`src/rtl/program_mem_boot_if.sv`:
```
// Fetch and boot-load signal bundle for program_mem_boot.
// The master side drives the fetch address, fetch request and boot bytes.
interface program_mem_boot_if #(
    parameter int unsigned PC_WIDTH   = 8,
    parameter int unsigned DATA_WIDTH = 16
);
    logic [PC_WIDTH-1:0]   pc;
    logic                  fetch_req;
    logic [DATA_WIDTH-1:0] ir;
    logic                  ir_valid;
    logic                  addr_err;
    logic                  load_en;
    logic                  load_strobe;
    logic [7:0]            load_data;
    logic                  busy;
    logic                  load_done;
    logic [PC_WIDTH:0]     load_words;

    modport master (
        output pc, fetch_req, load_en, load_strobe, load_data,
        input  ir, ir_valid, addr_err, busy, load_done, load_words
    );

    modport slave (
        input  pc, fetch_req, load_en, load_strobe, load_data,
        output ir, ir_valid, addr_err, busy, load_done, load_words
    );
endinterface

```
`src/rtl/program_mem_boot.sv`:
```
// Program memory with a byte-serial boot loader and a single-cycle-latency fetch port.
// Loader assembles big-endian words from load_data; fetches are served only while idle.
module program_mem_boot #(
    parameter int unsigned         PC_WIDTH   = 8,
    parameter int unsigned         DATA_WIDTH = 16,
    parameter int unsigned         DEPTH      = 64,
    parameter logic [DATA_WIDTH-1:0] NOP_WORD = '0
) (
    input logic               clk,
    input logic               res_n,
    program_mem_boot_if.slave bus
);
    localparam int unsigned BYTES = DATA_WIDTH / 8;
    localparam int unsigned AW    = (DEPTH > 1) ? $clog2(DEPTH) : 1;
    localparam int unsigned BW    = (BYTES > 1) ? $clog2(BYTES) : 1;

    localparam logic [PC_WIDTH:0] DEPTH_W   = (PC_WIDTH + 1)'(DEPTH);
    localparam logic [AW-1:0]     LAST_ADDR = AW'(DEPTH - 1);
    localparam logic [BW-1:0]     LAST_BYTE = BW'(BYTES - 1);

    typedef enum logic [0:0] {StIdle, StLoad} state_e;

    state_e                st_q, st_d;
    logic [AW-1:0]         waddr_q, waddr_d;
    logic [BW-1:0]         byte_cnt_q, byte_cnt_d;
    logic [DATA_WIDTH-1:0] asm_q, asm_d;
    logic [PC_WIDTH:0]     words_q, words_d;
    logic                  lock_q, lock_d;
    logic                  done_q, done_d;
    logic [DATA_WIDTH-1:0] ir_q, ir_d;
    logic                  ir_valid_q, ir_valid_d;
    logic                  addr_err_q, addr_err_d;

    logic [DATA_WIDTH-1:0] mem [DEPTH];
    logic                  mem_we;
    logic [DATA_WIDTH-1:0] word_next;
    logic                  in_range;
    logic [AW-1:0]         rd_idx;

    assign word_next = (asm_q << 8) | DATA_WIDTH'(bus.load_data);
    assign in_range  = {1'b0, bus.pc} < DEPTH_W;
    assign rd_idx    = bus.pc[AW-1:0];

    always_comb begin
        st_d       = st_q;
        waddr_d    = waddr_q;
        byte_cnt_d = byte_cnt_q;
        asm_d      = asm_q;
        words_d    = words_q;
        lock_d     = lock_q;
        done_d     = 1'b0;
        ir_d       = ir_q;
        ir_valid_d = 1'b0;
        addr_err_d = 1'b0;
        mem_we     = 1'b0;

        // A completed full load keeps the loader parked until load_en is released.
        if (!bus.load_en) lock_d = 1'b0;

        unique case (st_q)
            StIdle: begin
                if (bus.load_en && !lock_q) begin
                    st_d       = StLoad;
                    waddr_d    = '0;
                    byte_cnt_d = '0;
                    words_d    = '0;
                end else if (bus.fetch_req) begin
                    ir_d       = in_range ? mem[rd_idx] : NOP_WORD;
                    ir_valid_d = 1'b1;
                    addr_err_d = !in_range;
                end
            end
            StLoad: begin
                if (!bus.load_en) begin
                    st_d       = StIdle;
                    done_d     = 1'b1;
                    byte_cnt_d = '0;
                end else if (bus.load_strobe) begin
                    asm_d = word_next;
                    if (byte_cnt_q == LAST_BYTE) begin
                        mem_we     = 1'b1;
                        byte_cnt_d = '0;
                        waddr_d    = waddr_q + AW'(1);
                        words_d    = words_q + (PC_WIDTH + 1)'(1);
                        if (waddr_q == LAST_ADDR) begin
                            st_d   = StIdle;
                            done_d = 1'b1;
                            lock_d = 1'b1;
                        end
                    end else begin
                        byte_cnt_d = byte_cnt_q + BW'(1);
                    end
                end
            end
        endcase
    end

    always_ff @(posedge clk or negedge res_n) begin
        if (!res_n) begin
            st_q       <= StIdle;
            waddr_q    <= '0;
            byte_cnt_q <= '0;
            asm_q      <= '0;
            words_q    <= '0;
            lock_q     <= 1'b0;
            done_q     <= 1'b0;
            ir_q       <= NOP_WORD;
            ir_valid_q <= 1'b0;
            addr_err_q <= 1'b0;
        end else begin
            st_q       <= st_d;
            waddr_q    <= waddr_d;
            byte_cnt_q <= byte_cnt_d;
            asm_q      <= asm_d;
            words_q    <= words_d;
            lock_q     <= lock_d;
            done_q     <= done_d;
            ir_q       <= ir_d;
            ir_valid_q <= ir_valid_d;
            addr_err_q <= addr_err_d;
        end
    end

    // Contents survive reset by design.
    always_ff @(posedge clk) begin
        if (mem_we) mem[waddr_q] <= word_next;
    end

    assign bus.ir         = ir_q;
    assign bus.ir_valid   = ir_valid_q;
    assign bus.addr_err   = addr_err_q;
    assign bus.busy       = (st_q == StLoad);
    assign bus.load_done  = done_q;
    assign bus.load_words = words_q;
endmodule

```
`src/flat_wrapper.sv`:
```
// flat-port wrapper written by rule: the top's interface ports become plain ports
module program_mem_boot_flat 
#(
    parameter int unsigned         PC_WIDTH   = 8,
    parameter int unsigned         DATA_WIDTH = 16,
    parameter int unsigned         DEPTH      = 64,
    parameter logic [DATA_WIDTH-1:0] NOP_WORD = '0
)
  (clk, res_n, bus_pc, bus_fetch_req, bus_load_en, bus_load_strobe, bus_load_data, bus_ir, bus_ir_valid, bus_addr_err, bus_busy, bus_load_done, bus_load_words);
  program_mem_boot_if #(.PC_WIDTH(PC_WIDTH), .DATA_WIDTH(DATA_WIDTH)) bus_i ();
  input logic clk;
  input logic res_n;
  input wire logic [$bits(bus_i.pc)-1:0] bus_pc;
  input wire logic [$bits(bus_i.fetch_req)-1:0] bus_fetch_req;
  input wire logic [$bits(bus_i.load_en)-1:0] bus_load_en;
  input wire logic [$bits(bus_i.load_strobe)-1:0] bus_load_strobe;
  input wire logic [$bits(bus_i.load_data)-1:0] bus_load_data;
  output wire logic [$bits(bus_i.ir)-1:0] bus_ir;
  output wire logic [$bits(bus_i.ir_valid)-1:0] bus_ir_valid;
  output wire logic [$bits(bus_i.addr_err)-1:0] bus_addr_err;
  output wire logic [$bits(bus_i.busy)-1:0] bus_busy;
  output wire logic [$bits(bus_i.load_done)-1:0] bus_load_done;
  output wire logic [$bits(bus_i.load_words)-1:0] bus_load_words;
  assign bus_i.pc = bus_pc;
  assign bus_i.fetch_req = bus_fetch_req;
  assign bus_i.load_en = bus_load_en;
  assign bus_i.load_strobe = bus_load_strobe;
  assign bus_i.load_data = bus_load_data;
  assign bus_ir = bus_i.ir;
  assign bus_ir_valid = bus_i.ir_valid;
  assign bus_addr_err = bus_i.addr_err;
  assign bus_busy = bus_i.busy;
  assign bus_load_done = bus_i.load_done;
  assign bus_load_words = bus_i.load_words;
  program_mem_boot #(.PC_WIDTH(PC_WIDTH), .DATA_WIDTH(DATA_WIDTH), .DEPTH(DEPTH), .NOP_WORD(NOP_WORD)) u_core (.clk(clk), .res_n(res_n), .bus(bus_i));
endmodule
```
`config.mk`:
```
export PLATFORM = sky130hd
export DESIGN_NAME = program_mem_boot_flat
export DESIGN_NICKNAME = d
export VERILOG_FILES = /design/src/rtl/program_mem_boot_if.sv /design/src/rtl/program_mem_boot.sv /design/src/flat_wrapper.sv
export SDC_FILE = /design/constraint.sdc
export NUM_CORES = 1
export LEC_CHECK = 0
export ABC_CLOCK_PERIOD_IN_PS = 3800
export CORE_MARGIN = 2
export CORE_UTILIZATION = 62
export DETAILED_ROUTE_END_ITERATION = 10
export HOLD_SLACK_MARGIN = 0.15
export PLACE_DENSITY_LB_ADDON = 0.25
export SLEW_MARGIN = 0
export SYNTH_ARGS = -nofsm -noshare
export SYNTH_HDL_FRONTEND = slang
export SYNTH_SLANG_ARGS = --single-unit
```
`constraint.sdc`:
```
create_clock -name clk -period 3.8 [get_ports clk]
set_clock_uncertainty 0.15 [all_clocks]
set_input_delay 0.95 -clock clk [delete_from_list [all_inputs] [get_ports clk]]
set_output_delay 0.95 -clock clk [all_outputs]
set_load 0.02 [all_outputs]
```
* Word level (Yosys, flattened, before mapping)
Memory sizes are Yosys's and may differ from the RTL's.
Cells that the tools add are included.
** Cells by class
- Add/subtract/negate cells :: 3
- Order comparisons :: 1
- Eq/ne operators :: 6
- Multiplexer cells :: 45
- Bitwise operators :: 3
- Reduce and logical (&&, ||, !) cells :: 7
** Operators with widths (number)
- 9-bit two-way mux :: 4
- 1-bit two-way mux :: 32
- 6-bit two-way mux :: 4
- 9-bit case mux with 2 select lines :: 1
- 16-bit two-way mux :: 1
- 16-bit by 8-bit bitwise OR with 16-bit output :: 1
- 6-bit case mux with 2 select lines :: 1
- 9-bit by 1-bit adder with 9-bit output, second input constant :: 1
- 8-bit by 7-bit less-than comparator with 1-bit output, second input constant :: 1
- 6-bit by 1-bit adder with 6-bit output, second input constant :: 1
- 6-bit == test, second input constant :: 1
- 2-bit inequality test, second input constant :: 3
- 3-bit AND reduction :: 2
- 1-bit case mux with 2 select lines :: 2
- 4-bit AND reduction :: 1
- 3-bit inequality test, second input constant :: 1
- 1-bit logical NOT :: 2
- 2-bit by 1-bit inequality test with 1-bit output, second input constant :: 1
- 1-bit NOT :: 2
- 2-bit AND reduction :: 1
- 1-bit adder, second input constant :: 1
- 1-bit logical AND :: 1
** Storage, ports and cells
- Flip-flop bits (word level) :: 45
- Bits in writable memories :: 1024
- Input bits :: 21
- Output and inout bits :: 29
- Word-level logic and storage cells :: 76
- Memories kept :: 1
** Memories
- u_core.mem :: depth 64, bits a word 16, read ports 1, clocked after Yosys merged registers in 0, wr ports 1, line program_mem_boot.sv:34 : logic [DATA_WIDTH-1:0] mem [DEPTH];

* Depth between registers and ports, before layout
- Depth after elaboration :: 6
- Gate-level depth with buffers :: 8

* Least setup slack after synthesis
OpenSTA, ideal clock, no wires.
- Kind :: input to register
- Start :: input port bus_load_strobe
- End :: memory u_core.mem[41][0], enable pin
- Arrival time :: 2.643 ns
- Data required time :: 3.241 ns
- Setup slack :: 0.598 ns
- Stages :: 5
- Buffers on the path :: 1
- Cell sequence :: and4_1 -> and2_0 -> buf_2 -> nand2_1 -> nor3_1
** On the way
- Cells in the longest elaborated chain, start to end :: 5
** RTL lines
- start, declared :: line flat_wrapper.sv:16 : input wire logic [$bits(bus_i.load_strobe)-1:0] bus_load_strobe;
- 1-bit two-way mux :: line program_mem_boot.sv:78 : end else if (bus.load_strobe) begin
- 1-bit two-way mux :: line program_mem_boot.sv:74 : if (!bus.load_en) begin
- 1-bit two-way mux :: line program_mem_boot.sv:60 : unique case (st_q)
- 1-bit two-way mux :: line program_mem_boot.sv:126 : if (mem_we) mem[waddr_q] <= word_next;
- 1-bit two-way mux (not written as such) :: line program_mem_boot.sv:126
- end, declared :: line program_mem_boot.sv:34
No other way between the ends.

* Worst setup path after layout
- Start :: register u_core.st_q, in the netlist u_core.bus.busy
- End :: output port bus_busy
** RTL lines
- start, declared :: line program_mem_boot.sv:23 : state_e st_q, st_d;
- start signal, assigned :: line program_mem_boot.sv:100 : st_q <= StIdle;
- start signal, assigned :: line program_mem_boot.sv:111 : st_q <= st_d;
- end, declared :: line flat_wrapper.sv:21 : output wire logic [$bits(bus_i.busy)-1:0] bus_busy;
No word-level cell between the ends.

==> metrics.yaml <==
timing:
  timing.final.ws_setup_ps: 582
  whs_ps: 238
  tightest_slew_ps: 1080
  hold_violations: 0
  finalSetupViolations: 0
  rsz0062_at_grt: "no"
  period_share_pct: 84.7
  layout_min_cycle_time_ps: 3220
  slew_violations: 0
  fin_tns_setup_ps: 0
  max_freq_mhz: 311
  slew_headroom_pct: 28.3
grt:
  antenna_found_initial: 0
  grt_pass1_wl_um: 138000
  grt_util_all_layers_pct: 28.5
  grt_overflow: 0
  grt_pass1_vias: 19800
  grt_start_max_net_pins: 66
floorplanning:
  num_rows: 94
  die_area_um2: 68600
  die_x_um: 262
  initial_utilization_pct: 62.7
  die_y_um: 262
  core_area_um2: 65700
  io_pins: 50
setup_path:
  startpoint_type: "flop"
  rr_endpoint: "u_core.mem[63][12]$_DFFE_PP_"
  cp_num_buf_inv: 1
  arrival_ps: 2120
  required_ps: 2700
  r2r_slack_ps: 830
  max_stage_delay_ps: 730
  criticalPathCategory: "flop to output pin"
  r2r_cells: 5
  endpoint_kind: "output pin"
  r2r-start: "u_core.bus.busy$_DFF_PN0_"
  critical-path-slowest-cell: "dfrtp_1"
  critPathTopFamily: "flip-flops"
  crit_fanout: 13
  cp_cell_sequence: "clkdlybuf4s50_1"
power_and_ir_drop:
  p_sw_mw: 5.29
  clkPwrFrac_pct: 39.9
  swShare_pct: 21.6
  ir_drop_mv: 0.420
  combinationalPowerShare_pct: 4.9
  power_density_nw_per_um2: 524
  intPower_mw: 19.2
  leakagePower_nw: 15.4
  sequentialPowerShare_pct: 55.3
  finalPower_mw: 24.5
placed_design:
  port_buffers: 49
  place_hpwl_um: 57500
  globalplace.congestion: 0.895
  dp_slack_ps: 156
synth:
  synth_edf_count: 1024
  yosysUniqueCellTypes: 40
  synth_async_sr_flop_share_pct: 4.21
  syn_avg_cell_area_um2: 22.1
  syn_inst: 1865
  synthXorXnorAreaFrac_pct: 0.191
  synth-seq-cells: 1069
  synthAdderAreaFrac_pct: 0.0607
  synthesis.area_um2: 41200
  synthFlopType: "edfxtp_1"
  ys_warn_count: 0
  synth-compound-area-share_pct: 1.45
  synthSimpleGateAreaFrac_pct: 2.33
  ys_seq_area_share_pct: 77.3
  muxShareOfSynthArea_pct: 17.2
  syn_nets: 1888
  synth_top_family_by_area: "multiplexers"
clock_network:
  cts_buffer_depth: 3
  cts.clk_slew.worst_paths_ps: 50
  h-tree-depth: 3
  hold_buffers: 0
  root_buffer: "clkbuf_16"
  postCtsSetupRepairBufs: 0
  cts_resized: 0
  cts_sinks: 1069
  clock_latency_ps: 660
  cts_tree: "built"
  cts_buffers: 102
run:
  drv_cap: 0
route:
  dr.pass1.iters: 5
  routed_via_density: 6.67
  ant_nets: 0
  wirelength_um: 95600
  drc: 0
  drt_iter0_markers: 2733
  vias: 20100
  wire_per_inst_um: 31.7
min_path:
  hold_path_class: "input port to asynchronous set/reset pin"
finish:
  final_cell_mix: "1,024 x edfxtp_1, 256 x mux4_2, 136 x buf_4"
  nets: 2088
  final_common_cell: "edfxtp_1"
  syn2layout_area_growth_pct: 13.3
  diodes: 0
  layout-drive-gt1-share_pct: 27.5
status:
  status: "complete, no violations"
metal layers:
| metal | global-route usage, % | wire (um) |
|---|---|---|
| met2 | 45.3 | 46900 |
| met1 | 40.7 | 37000 |
| met5 | 0 | 0 |
| met4 | 8.60 | 2520 |
| met3 | 6.38 | 9190 |
cell type report:
type | instances | area, um^2
clock buffers | 134 | 2770
clock inverters | 54 | 444
fillers | 3754 | 19000
inverters | 2 | 7.51
multi-input cells | 693 | 8790
flip-flops and latches | 1069 | 31900
well taps | 864 | 1080
repair buffers | 197 | 1740
cells in the mapped netlist, types with 3 or more instances:
cell type | number | area (um^2)
nand2_1 | 75 | 282
nor3_1 | 4 | 20.0
mux2_2 | 8 | 90.1
xor2_1 | 9 | 78.8
or3_1 | 4 | 25.0
clkbuf_1 | 35 | 131
mux2i_1 | 125 | 1250
nor2b_1 | 6 | 37.5
a21oi_1 | 6 | 30.0
a32oi_1 | 6 | 52.6
buf_4 | 12 | 90.1
mux4_2 | 256 | 5770
buf_6 | 14 | 158
nand3_1 | 5 | 25.0
nand2b_1 | 6 | 37.5
buf_2 | 35 | 175
dfrtp_1 | 45 | 1130
o2111ai_1 | 3 | 26.3
buf_1 | 5 | 18.8
o21ai_0 | 9 | 45.0
edfxtp_1 | 1024 | 30700
nand4_1 | 19 | 119
nor2_1 | 79 | 297
a22oi_1 | 42 | 315
a221oi_1 | 13 | 114
worst max-delay path by stage:
| stage | end | slack, ps | depth (start not counted) | startpoint |
|---|---|---|---|---|
| after global routing | bus_busy | 490 | 1 | u_core.bus.busy$_DFF_PN0_ |
| after global placement | u_core.mem[23][2]$_DFFE_PP_ | 90 | 6 | bus_load_en |
| after CTS | bus_busy | 530 | 1 | u_core.bus.busy$_DFF_PN0_ |
| after floorplan | u_core.mem[41][0]$_DFFE_PP_ | 600 | 5 | bus_load_strobe |
| final | bus_busy | 580 | 1 | u_core.bus.busy$_DFF_PN0_ |
| after detailed placement | u_core.mem[63][11]$_DFFE_PP_ | 160 | 6 | bus_load_en |
sequential cells by signal, indices dropped and copies added (netlist names):
| name | flops |
|---|---|
| u_core.bus.load_done | 1 |
| u_core.asm_q | 8 |
| u_core.bus.ir | 16 |
| u_core.byte_cnt_q | 1 |
| u_core.bus.ir_valid | 1 |
| u_core.mem | 1024 |
| u_core.lock_q | 1 |
| u_core.bus.busy | 1 |
| u_core.bus.addr_err | 1 |
| u_core.bus.load_words | 9 |
| u_core.waddr_q | 6 |
metrics by stage:
stage	instances	cell area [um^2]	utilization (%)
finish	3013	46700	71.1
global route	3013	46700	71.1
CTS	3013	46700	71.1
detailed placement	2825	43500	66.2
global placement	2825	43500	66.2
floorplan	1865	41200	-
logic make-up after synthesis:
family                     count (synthesis)
DFF                                     1069
buffers and inverters                    103
and+or+nand+nor                          212
AOI/OAI and AO/OA                         81
muxes                                    389
adders and majority gates                  2
xor gates and xnor gates                   9
power groups by stage:
stage | clock, mW | sequential (mW) | combinational [mW]
6_report | 9.77 | 13.5 | 1.19
5_1_grt | 10.3 | 13.5 | 1.25
4_1_cts | 9.87 | 13.5 | 1.19
3_5_place_dp | 0 | 13.8 | 1.19
3_3_place_gp | 0 | 13.8 | 1.16
2_1_floorplan | 0 | 13.7 | 0.598
(Power assumes the default switching activity.)
